==> src/rtl/sar_logic.sv <==
// sar_logic: control logic for a 16-bit successive-approximation ADC.
// Sequence: sample the input, then test one bit per comparator strobe from
// the MSB down to the LSB, then publish the result on dout with a done pulse.
// Optional feature macro: SAR_CONTINUOUS_EN adds the cont_mode input. When
// cont_mode is high, a finished conversion goes straight back to sampling.
module sar_logic #(
  parameter int SAMPLE_CYCLES = 4,  // cycles with the sampling switch closed (1..255)
  parameter int COMP_WAIT     = 1   // cycles from strobe to comparator sample (1..15)
) (
  input  logic        clk,
  input  logic        rst,
  input  logic        start,
  input  logic        comp_out,
`ifdef SAR_CONTINUOUS_EN
  input  logic        cont_mode,
`endif
  output logic        samp,
  output logic        comp_trig,
  output logic [15:0] cap_botplate_m,
  output logic [15:0] cap_botplate_d,
  output logic [15:0] dout,
  output logic        busy,
  output logic        done
);

  localparam logic [7:0] SAMP_LOAD = 8'(SAMPLE_CYCLES - 1);
  localparam logic [3:0] WAIT_LOAD = 4'(COMP_WAIT - 1);

  typedef enum logic [2:0] {
    ST_IDLE,
    ST_SAMPLE,
    ST_TRIG,
    ST_WAIT,
    ST_DONE
  } state_e;

  state_e      state_q;
  logic [7:0]  samp_cnt_q;
  logic [3:0]  wait_cnt_q;
  logic [3:0]  bit_idx_q;
  logic [15:0] trial_q;
  logic [15:0] dout_q;
  logic        samp_q;
  logic        comp_trig_q;
  logic        busy_q;
  logic        done_q;

  // Bit-decision helpers: the bit under test, the next lower bit to try,
  // and the trial word with the current bit kept or dropped.
  logic [15:0] bit_mask;
  logic [15:0] next_mask;
  logic [15:0] decided_trial;
  logic        restart;

  assign bit_mask      = 16'h0001 << bit_idx_q;
  assign next_mask     = bit_mask >> 1;  // zero once the LSB has been decided
  assign decided_trial = comp_out ? trial_q : (trial_q & ~bit_mask);

`ifdef SAR_CONTINUOUS_EN
  assign restart = cont_mode;
`else
  assign restart = 1'b0;
`endif

  // Conversion sequencer: state, counters, trial word and all registered outputs.
  always_ff @(posedge clk) begin
    if (rst) begin
      state_q     <= ST_IDLE;
      samp_cnt_q  <= 8'd0;
      wait_cnt_q  <= 4'd0;
      bit_idx_q   <= 4'd15;
      trial_q     <= 16'h0000;
      dout_q      <= 16'h0000;
      samp_q      <= 1'b0;
      comp_trig_q <= 1'b0;
      busy_q      <= 1'b0;
      done_q      <= 1'b0;
    end else begin
      done_q <= 1'b0;
      case (state_q)
        ST_IDLE: begin
          if (start) begin
            state_q    <= ST_SAMPLE;
            samp_q     <= 1'b1;
            busy_q     <= 1'b1;
            samp_cnt_q <= SAMP_LOAD;
          end
        end
        ST_SAMPLE: begin
          if (samp_cnt_q == 8'd0) begin
            // Open the switch and present the MSB trial to the DAC together
            // with the first comparator strobe.
            state_q     <= ST_TRIG;
            samp_q      <= 1'b0;
            trial_q     <= 16'h8000;
            bit_idx_q   <= 4'd15;
            comp_trig_q <= 1'b1;
          end else begin
            samp_cnt_q <= samp_cnt_q - 8'd1;
          end
        end
        ST_TRIG: begin
          state_q     <= ST_WAIT;
          comp_trig_q <= 1'b0;
          wait_cnt_q  <= WAIT_LOAD;
        end
        ST_WAIT: begin
          if (wait_cnt_q == 4'd0) begin
            if (bit_idx_q != 4'd0) begin
              trial_q     <= decided_trial | next_mask;
              bit_idx_q   <= bit_idx_q - 4'd1;
              state_q     <= ST_TRIG;
              comp_trig_q <= 1'b1;
            end else begin
              trial_q <= decided_trial;
              dout_q  <= decided_trial;
              done_q  <= 1'b1;
              state_q <= ST_DONE;
            end
          end else begin
            wait_cnt_q <= wait_cnt_q - 4'd1;
          end
        end
        ST_DONE: begin
          trial_q   <= 16'h0000;
          bit_idx_q <= 4'd15;
          if (restart) begin
            state_q    <= ST_SAMPLE;
            samp_q     <= 1'b1;
            samp_cnt_q <= SAMP_LOAD;
          end else begin
            state_q <= ST_IDLE;
            busy_q  <= 1'b0;
          end
        end
        default: begin
          state_q     <= ST_IDLE;
          trial_q     <= 16'h0000;
          samp_q      <= 1'b0;
          comp_trig_q <= 1'b0;
          busy_q      <= 1'b0;
        end
      endcase
    end
  end

  assign samp           = samp_q;
  assign comp_trig      = comp_trig_q;
  assign cap_botplate_m = trial_q;
  assign cap_botplate_d = ~trial_q;  // differential plate is always the complement
  assign dout           = dout_q;
  assign busy           = busy_q;
  assign done           = done_q;

endmodule

==> config.mk <==
export PLATFORM = sky130hd
export DESIGN_NAME = sar_logic
export DESIGN_NICKNAME = d
export VERILOG_FILES = /design/src/rtl/sar_logic.sv
export SDC_FILE = /design/constraint.sdc
export NUM_CORES = 1
export LEC_CHECK = 0
export CORE_MARGIN = 8
export CORE_UTILIZATION = 48
export DETAILED_ROUTE_END_ITERATION = 8
export PLACE_DENSITY = 0.75
export SLEW_MARGIN = 20
export SYNTH_ARGS = -nofsm -noshare
export SYNTH_HDL_FRONTEND = slang
export SYNTH_SLANG_ARGS = --single-unit
export TNS_END_PERCENT = 30
==> constraint.sdc <==
create_clock -name clk -period 2.1 [get_ports clk]
set_input_delay 0.21 -clock clk [delete_from_list [all_inputs] [get_ports clk]]
set_output_delay 0.21 -clock clk [all_outputs]
set_load 0.02 [all_outputs]
## Yosys cells after proc, flatten, opt, wreduce, memory -nomap -nowiden

Index checks and enable logic that the tools add are counted.
W data, S select, Z words.

| storage, ports and cells | value |
|---|---|
| output and inout port bits | 52 |
| memories kept | 0 |
| bits in latches | 0 |
| register bits after elaboration | 55 |
| word-level logic and storage cells | 84 |
| ROM bits | 0 |
| memory bits (writable) | 0 |

| cells by class | value |
|---|---|
| bitwise operators | 11 |
| $add $sub $neg | 3 |
| shift-type cells | 1 |
| mux-type cells | 28 |
| $lt $le $gt $ge | 0 |
| reduce and logical (&&, ||, !) cells | 21 |
| eq/ne operators | 10 |
| div/mod/pow operators | 0 |
| $mul | 0 |

Operator list:

| cell | number |
|---|---|
| $mux W16 | 4 |
| $pmux W16 S3 | 1 |
| $not A16 Y16 | 2 |
| $and A16 B16 Y16 | 1 |
| $mux W4 | 4 |
| $mux W8 | 2 |
| $or A16 B15 Y16 | 1 |
| $pmux W8 S2 | 1 |
| $shl A1 B4 Y16 const A | 1 |
| $reduce_and A3 Y1 | 5 |
| $mux W3 | 4 |
| $ne A2 B2 Y1 const B | 6 |
| $pmux W3 S4 | 1 |
| $pmux W4 S3 | 1 |
| $reduce_or A3 Y1 | 3 |
| $logic_not A8 Y1 | 1 |
| $pmux W4 S2 | 1 |
| $reduce_and A4 Y1 | 2 |
| $sub A4 B1 Y4 const B | 2 |
| $sub A8 B1 Y8 const B | 1 |
| $not A1 Y1 | 7 |
| $eq A3 B2 Y1 const B | 2 |
| $mux W1 | 6 |
| $pmux W1 S3 | 2 |
| other kinds (10) | 13 |

## Logic depth before layout (Yosys ltp)

Gate-level depths: netlist of run 1.

| logic depth | value |
|---|---|
| depth after elaboration | 8 |
| mapped depth | 9 |
| depth with buffers taken out | 6 |

## Least setup slack after synthesis of run 1

Ideal clock, no wire load.

| path | value |
|---|---|
| kind | flip-flop to flip-flop |
| from | register bit_idx_q[0] |
| to | register dout_q[15] (netlist: dout[15]) |
| clock period less this slack | 1913 ps |
| data arrival time | 1786 ps |
| required time | 1972 ps |
| slack | 187 ps |
| cell stages (with the launch flop) | 10 |
| setup time | 128 ps |
| cell sequence | dfxtp_1 inv_1 ha_1 buf_2 and4bb_2 and3_1 clkbuf_1 buf_2 mux2i_1 nor2_1 |

| on the way | value |
|---|---|
| cells in the longest elaborated chain, start to end | 4 |
| elaborated cells between the ends (all ways) | 7 |
| classes of those cells | shift (1); mux (1); bitwise (3); reduce/logical (2) |

Ends and longest elaborated chain:

| what | line | RTL |
|---|---|---|
| start, declared | 40 | `logic [3:0] bit_idx_q;` |
| start signal, assigned | 111 | `bit_idx_q <= bit_idx_q - 4'd1;` |
| $shl A1 B4 Y16 | 55 | `assign bit_mask = 16'h0001 << bit_idx_q;` |
| $not A16 Y16 | 57 | `assign decided_trial = comp_out ? trial_q : (trial_q & ~bit_mask);` |
| $and A16 B16 Y16 | 57 |  |
| $mux W16 | 57 |  |
| end signal, assigned | 116 | `dout_q <= decided_trial;` |
| end, declared | 42 | `logic [15:0] dout_q;` |

Several ways; a longest one is shown, not always the timed one.
A chain may end at the register's enable or synchronous reset.

## Final worst setup path of run 1

| path | value |
|---|---|
| from | register samp_cnt_q[4] |
| to | register trial_q[1] (netlist: cap_botplate_m[1]) |

| on the way | value |
|---|---|
| cells in the longest elaborated chain, start to end | 3 |

Ends and longest elaborated chain:

| what | line | RTL |
|---|---|---|
| start, declared | 38 | `logic [7:0] samp_cnt_q;` |
| start signal, assigned | 99 | `samp_cnt_q <= samp_cnt_q - 8'd1;` |
| $logic_not A8 Y1 | 90 | `if (samp_cnt_q == 8'd0) begin` |
| $ne A2 B2 Y1 (no line) | - |  |
| $reduce_and A3 Y1 (no line) | - |  |
| end signal, assigned | 110 | `trial_q <= decided_trial \| next_mask;` |
| end signal, assigned | 115 | `trial_q <= decided_trial;` |
| end, declared | 41 | `logic [15:0] trial_q;` |

Every way passes these cells.

==> impl_metrics.py, run 1 <==
metrics = {
    "synthesis": {
        "synth_edf_count": 0,
        "syn_nets": 343,
        "synthTopCellsByArea": "dfxtp_1 (39%), a21oi_1 (5.7%), nand2_1 (5.2%)",
        "syn_area_um2": 2800,
        "ys.flop_type": "dfxtp_1",
        "synth_seq_cells": 55,
        "synth_warnings": 0,
        "yosys.area.top_type": "dfxtp_1",
        "yosys-top-cells-count": "dfxtp_1 (55), nand2_1 (39), a21oi_1 (32)",
        "synth-seq-area-share_pct": 39.4,
        "yosys.area.top_type_share_pct": 39.4,
        "synth_cell_types": 54,
        "syn_inst": 331,
        "ys_async_sr_fraction_pct": 0,
        "postSynthAreaPerCell_um2": 8.45,
        "synth.most_common_cell": "dfxtp_1",
    },
    "clock_tree": {
        "cts_tree": "done",
        "hold_buffers": 0,
        "clk-insertion-delay-late_ps": 310,
        "h-tree-depth": 2,
        "cts.sinks": 55,
        "clk_pin_slew_ps": 100,
        "clk_path_buf_depth": 2,
        "root_buffer": "clkbuf_8",
        "numCtsBuffers": 5,
    },
    "layout": {
        "syn2layout_area_growth_pct": 26.6,
        "stdcell_area_um2": 3540,
        "drive_gt1_share_pct": 10.5,
        "n_fill_cell": 501,
        "diodes": 0,
        "nNetsFinal": 401,
    },
    "timing": {
        "drv_slew": 0,
        "worst_slew_pin_slew_ps": 516,
        "clock_skew_ps": 11.8,
        "rsz0062_at_grt": "false",
        "timing.fmax_ghz": 0.504,
        "fin_ws_ps": 116,
        "setup_viol": 0,
        "hold_violations": 0,
        "relSlewSlack_pct": 64.7,
        "finalCritPeriodShare_pct": 94.5,
        "fin_hold_ws_ps": 455,
        "fin_setup_tns_ps": 0,
        "timing.final.crit_period_ps": 1980,
    },
    "placed_design": {
        "io_buffers": 55,
        "dp_slack_ps": 122,
        "dpl.hpwl_mm": 5.00,
        "postPlaceCellArea_um2": 3440,
        "routabilityCongestion": 0.832,
    },
    "drt": {
        "antenna_left": 0,
        "drc": 0,
        "vias": 2530,
        "viasPerCell": 5.44,
        "routed_wirelength_mm": 6.69,
        "drt_iter0_markers": 115,
        "wl_per_cell_um": 14.4,
        "first_pass_iters": 4,
    },
    "power_and_ir_drop": {
        "p_switching_uw": 801,
        "pwr-share-comb_pct": 26.6,
        "power.total_uw": 2490,
        "power_frac_clock_pct": 25.2,
        "irDropWorstVdd_uv": 511,
        "p_per_area_nw_per_um2": 703,
        "p_leak_uw": 0.00134,
        "p_int_uw": 1690,
        "swShare_pct": 32.2,
        "power_frac_seq_pct": 48.2,
    },
    "grt": {
        "grt_pass1_wl_mm": 11.5,
        "antenna_found_initial": 0,
        "grt_pass1_vias": 2460,
        "grt_overflow_total": 0,
        "grt_max_degree": 30,
        "grt_use_total_pct": 15.9,
    },
    "worst_setup_path": {
        "arrival_ps": 2200,
        "path_delay_family": "compound AO/OA/AOI/OAI gates",
        "start_kind": "flip-flop",
        "worstSetupPathType": "reg2reg",
        "critPathBufInv": 0,
        "slowest_delay_ps": 580,
        "required_ps": 2320,
        "crit_chain": "or4_4 > o31ai_4 > a31oi_4 > a22o_1",
        "crit_path_top_delay_cell": "or4_4",
        "end_kind": "flip-flop",
        "cp_max_fo": 16,
    },
    "die": {
        "initial_core_util_pct": 48.4,
        "die_area_um2": 8530,
        "die_h_um": 92.3,
        "die_x_um": 92.3,
        "pin_count": 56,
        "rows": 28,
        "core_um2": 5780,
    },
    "min_path": {
        "hold_path_class": "reg2reg",
    },
    "run_status": {
        "status": "completed",
    },
    "run": {
        "maxCapViolations": 0,
    },
}
-- cell families (layout without fill, tap and decap cells) --
family                     after synthesis  after routing  share of synthesized area, %
muxes                                   11             11                          3.94
AOI/OAI and AO/OA                       83             83                          21.2
xor gates and xnor gates                 2              2                         0.626
and+or+nand+nor                        124            124                          23.0
buffers and inverters                   48            107                          8.27
DFF                                     55             55                          39.4
adders and majority gates                8              8                          3.58
-- power by group through the flow --
| stage | registers (uW) | logic (uW) | clock network [uW] |
|---|---|---|---|
| 6_report | 1200 | 664 | 627 |
| 5_1_grt | 1220 | 735 | 681 |
| 4_1_cts | 1200 | 665 | 646 |
| 3_5_place_dp | 1220 | 661 | 0 |
| 3_3_place_gp | 1220 | 651 | 0 |
| 2_1_floorplan | 1210 | 505 | 0 |
-- per-layer routing --
layer  up-vias  part of all wire (%)  global-route usage [%]
li1       1263                     -                       -
met1      1181                    42                    18.5
met2        77                    49                    27.9
met3         9                   7.6                    4.05
met4         0                   1.0                    4.83
met5         -                     0                       0
-- worst min-delay path, cell delays in order (launching register included) --
cell and delay, ps:
dfxtp_1 320, nand2_1 50, a21oi_1 50
-- metrics by stage --
stage / util, % / std cells
floorplan: - / 331
global placement: 59.5 / 457
detailed placement: 59.5 / 457
CTS: 61.2 / 465
global route: 61.3 / 465
finish: 61.3 / 465
-- repair_timing --
action                                  4_1_cts  5_1_grt
endpoints found under the setup margin        0        2
resized for setup                             0        1
setup buffers                                 0        0
-- sequential cells by signal, summed over array words and instances, names as in the netlist --
| register | cells |
|---|---|
| bit_idx_q | 4 |
| busy | 1 |
| cap_botplate_m | 16 |
| comp_trig | 1 |
| done | 1 |
| dout | 16 |
| samp | 1 |
| samp_cnt_q | 8 |
| state_q | 3 |
| wait_cnt_q | 4 |
-- final timing paths --
| path | start | to | slack [ps] | cells after the start |
|---|---|---|---|---|
| min reg2reg | dout[5] | dout[5] | 450 | 2 |
| max | samp_cnt_q[4] | cap_botplate_m[1] | 120 | 4 |
| max reg2reg | samp_cnt_q[4] | cap_botplate_m[1] | 120 | 4 |
| min | dout[5] | dout[5] | 450 | 2 |
-- cells in the final DEF, fill, tap and decap left out, drive strengths merged, types with 6 or more instances in the layout --
cell / count
a22o: 6
nor2b: 7
buf: 15
nor2: 19
a21oi: 32
nor3: 13
clkbuf: 6
nand3: 8
a21o: 9
dfxtp: 55
mux2i: 11
nand2: 39
clkdlybuf4s50: 55
inv: 29
or3: 8
ha: 8
nand2b: 6
o21ai: 11
-- layout make-up --
class                           count  area (um2)  share of cell area, %
Clock buffer                        6        82.6                   2.33
Inverter                           29         109                   3.07
Tap cell                           75        93.8                   2.65
Clock inverter                      2        16.3                  0.459
Multi-Input combinational cell    228        1480                   41.7
Sequential cell                    55        1100                   31.1
Timing Repair Buffer               70         663                   18.7
Note: power is estimated with default switching activity, not from simulation.
==> inputs of run 2 (changes only) <==
Settings changed: ABC_AREA from default to 1, SLEW_MARGIN 20 to default.
==> impl_metrics.py, run 2 <==
metrics = {
    "clock_tree": {
        "root_buffer": "clkbuf_8",
        "clk_path_buf_depth": 2,
        "post-cts-setup-buffer-count": 0,
        "clk-insertion-delay-late_ps": 310,
        "cts_tree": "done",
        "numCtsBuffers": 5,
        "cts_resized": 0,
        "h-tree-depth": 2,
        "cts.sinks": 55,
        "hold_buffers": 0,
        "clk_pin_slew_ps": 100,
    },
    "drt": {
        "viasPerCell": 5.32,
        "drc": 0,
        "routed_wirelength_mm": 6.90,
        "wl_per_cell_um": 13.7,
        "antenna_left": 0,
        "vias": 2678,
        "drt_iter0_markers": 148,
        "first_pass_iters": 4,
    },
    "worst_setup_path": {
        "start_kind": "flip-flop",
        "worstSetupPathType": "reg2reg",
        "r2r_slack_ps": 230,
        "arrival_ps": 2110,
        "worstRegToRegCells": 9,
        "required_ps": 2340,
        "cp_max_fo": 26,
        "end_kind": "flip-flop",
    },
    "synthesis": {
        "synth-xor-area-share_pct": 0.317,
        "synthTopCellsByArea": "dfxtp_1 (40%), nand2_1 (8.6%), nand3_1 (8.1%)",
        "synth_fa_ha_area_share_pct": 3.62,
        "synth_compound_area_share_pct": 18.1,
        "muxShareOfSynthArea_pct": 0,
        "yosys.area.top_type_share_pct": 39.8,
        "synth_top_family_by_area": "simple AND/OR/NAND/NOR gates",
        "ys.flop_type": "dfxtp_1",
        "syn_area_um2": 2770,
        "syn_nets": 392,
        "synth_edf_count": 0,
        "syn_inst": 380,
        "yosys.area.top_type": "dfxtp_1",
        "synth_seq_cells": 55,
        "synth_warnings": 0,
        "postSynthAreaPerCell_um2": 7.28,
        "synth.most_common_cell": "nand2_1",
        "ys_async_sr_fraction_pct": 0,
        "synth_cell_types": 32,
        "yosys-top-cells-count": "nand2_1 (63), dfxtp_1 (55), nand3_1 (45)",
        "synthSimpleGateAreaFrac_pct": 27.8,
        "synth-seq-area-share_pct": 39.8,
    },
    "die": {
        "pin_count": 56,
        "rows": 27,
        "die_area_um2": 8450,
        "die_h_um": 91.9,
        "initial_core_util_pct": 49.9,
        "die_x_um": 91.9,
        "core_um2": 5540,
    },
    "layout": {
        "drive_gt1_share_pct": 7.66,
        "diodes": 0,
        "syn2layout_area_growth_pct": 24.7,
        "n_fill_cell": 519,
        "final_cell_mix": "nand2_1 (63), dfxtp_1 (55), clkdlybuf4s50_1 (55)",
        "nNetsFinal": 443,
        "stdcell_area_um2": 3450,
        "final_common_cell": "nand2_1",
    },
    "run_status": {
        "status": "completed",
    },
    "power_and_ir_drop": {
        "p_per_area_nw_per_um2": 1050,
        "irDropWorstVdd_uv": 667,
        "p_leak_uw": 0.00144,
    },
    "grt": {
        "grt_overflow_total": 0,
        "grt_max_degree": 34,
        "grt_pass1_vias": 2518,
        "grt_use_total_pct": 16.3,
        "antenna_found_initial": 0,
        "grt_pass1_wl_mm": 11.6,
    },
    "timing": {
        "hold_violations": 0,
        "rsz0062_at_grt": "false",
        "clock_skew_ps": 9.12,
        "fin_setup_tns_ps": 0,
        "timing.final.crit_period_ps": 1870,
        "worst_slew_pin_slew_ps": 576,
        "timing.fmax_ghz": 0.535,
        "finalCritPeriodShare_pct": 89.0,
        "drv_slew": 0,
        "fin_ws_ps": 230,
        "relSlewSlack_pct": 61.5,
        "setup_viol": 0,
    },
    "placed_design": {
        "routabilityCongestion": 0.863,
        "dp_slack_ps": 265,
        "postPlaceCellArea_um2": 3350,
        "io_buffers": 55,
        "dpl.hpwl_mm": 5.17,
    },
    "run": {
        "maxCapViolations": 0,
    },
    "min_path": {
        "min_path_cells": 2,
        "hold_path_class": "reg2reg",
    },
}
-- run 2: changes by cell type after synthesis, sizes merged, moves of 9 or more --
cell | previous run | this run
nand2 | 39 | 66
inv | 29 | 46
nand3 | 8 | 48
mux2i | 11 | 0
a21o | 9 | 0
nor2 | 19 | 38
o21ai | 11 | 58
-- run 2: cell families (layout without fill, tap and decap cells) --
kind of cell,count (synthesis),count (layout)
buffers and inverters,63,114
XOR/XNOR,1,1
AO/OA/AOI/OAI,89,89
AND/OR/NAND/NOR,164,164
adder cells (fa/ha/maj),8,8
flip-flops,55,55
-- run 2: report_power, final --
group | internal [uW] | switching (uW) | leakage, uW
clock network | 350 | 332 | 0.0000513
registers | 1210 | 201 | 0.000447
logic | 507 | 1010 | 0.000937
-- run 2: worst max-delay path, stage by stage, from the launching register on --
cell and delay (ps):
dfxtp_1 370, inv_1 130, ha_1 230, inv_1 80, nor2_2 250, nand3_4 130
nor2_4 200, buf_12 190, o21ai_1 70, a21oi_1 120
-- run 2: metal layers --
layer | vias up | GRT usage [%] | part of all wire [%]
met5 | - | 0 | 0
met4 | 0 | 5.77 | 1.1
met3 | 6 | 4.07 | 4.9
met2 | 52 | 26.9 | 47
met1 | 1265 | 20.2 | 47
li1 | 1355 | - | -
-- run 2: area by class of cell --
class / instances / area [um2] / share of cell area [%]
Tap cell: 72 / 90.1 / 2.61
Timing Repair Buffer: 60 / 601 / 17.4
Clock buffer: 6 / 72.6 / 2.10
Inverter: 47 / 176 / 5.12
Clock inverter: 1 / 30.0 / 0.871
Sequential cell: 55 / 1100 / 31.9
Multi-Input combinational cell: 262 / 1380 / 39.9
-- run 2: worst paths after layout --
| check | from | endpoint |
|---|---|---|
| max reg2reg | bit_idx_q[0] | dout[4] |
| max | bit_idx_q[0] | dout[4] |
| min reg2reg | busy | busy |
| min | busy | busy |
-- run 2: through the flow --
stage / total power [uW] / instances / hold WS (ps) / utilization (%)
2_1_floorplan: 2630 / 380 / 279 / -
3_3_place_gp: 2890 / 496 / 465 / 60.4
3_5_place_dp: 2940 / 496 / 468 / 60.4
4_1_cts: 3620 / 503 / 482 / 62.2
5_1_grt: 3890 / 503 / 497 / 62.2
6_report: 3610 / 503 / 481 / 62.2
==> inputs of run 3 (changes only) <==
Settings changed: ABC_AREA 1 to default.
==> results of run 3 <==
Same layout as run 1: the final DEF is identical, and so are final timing and power.
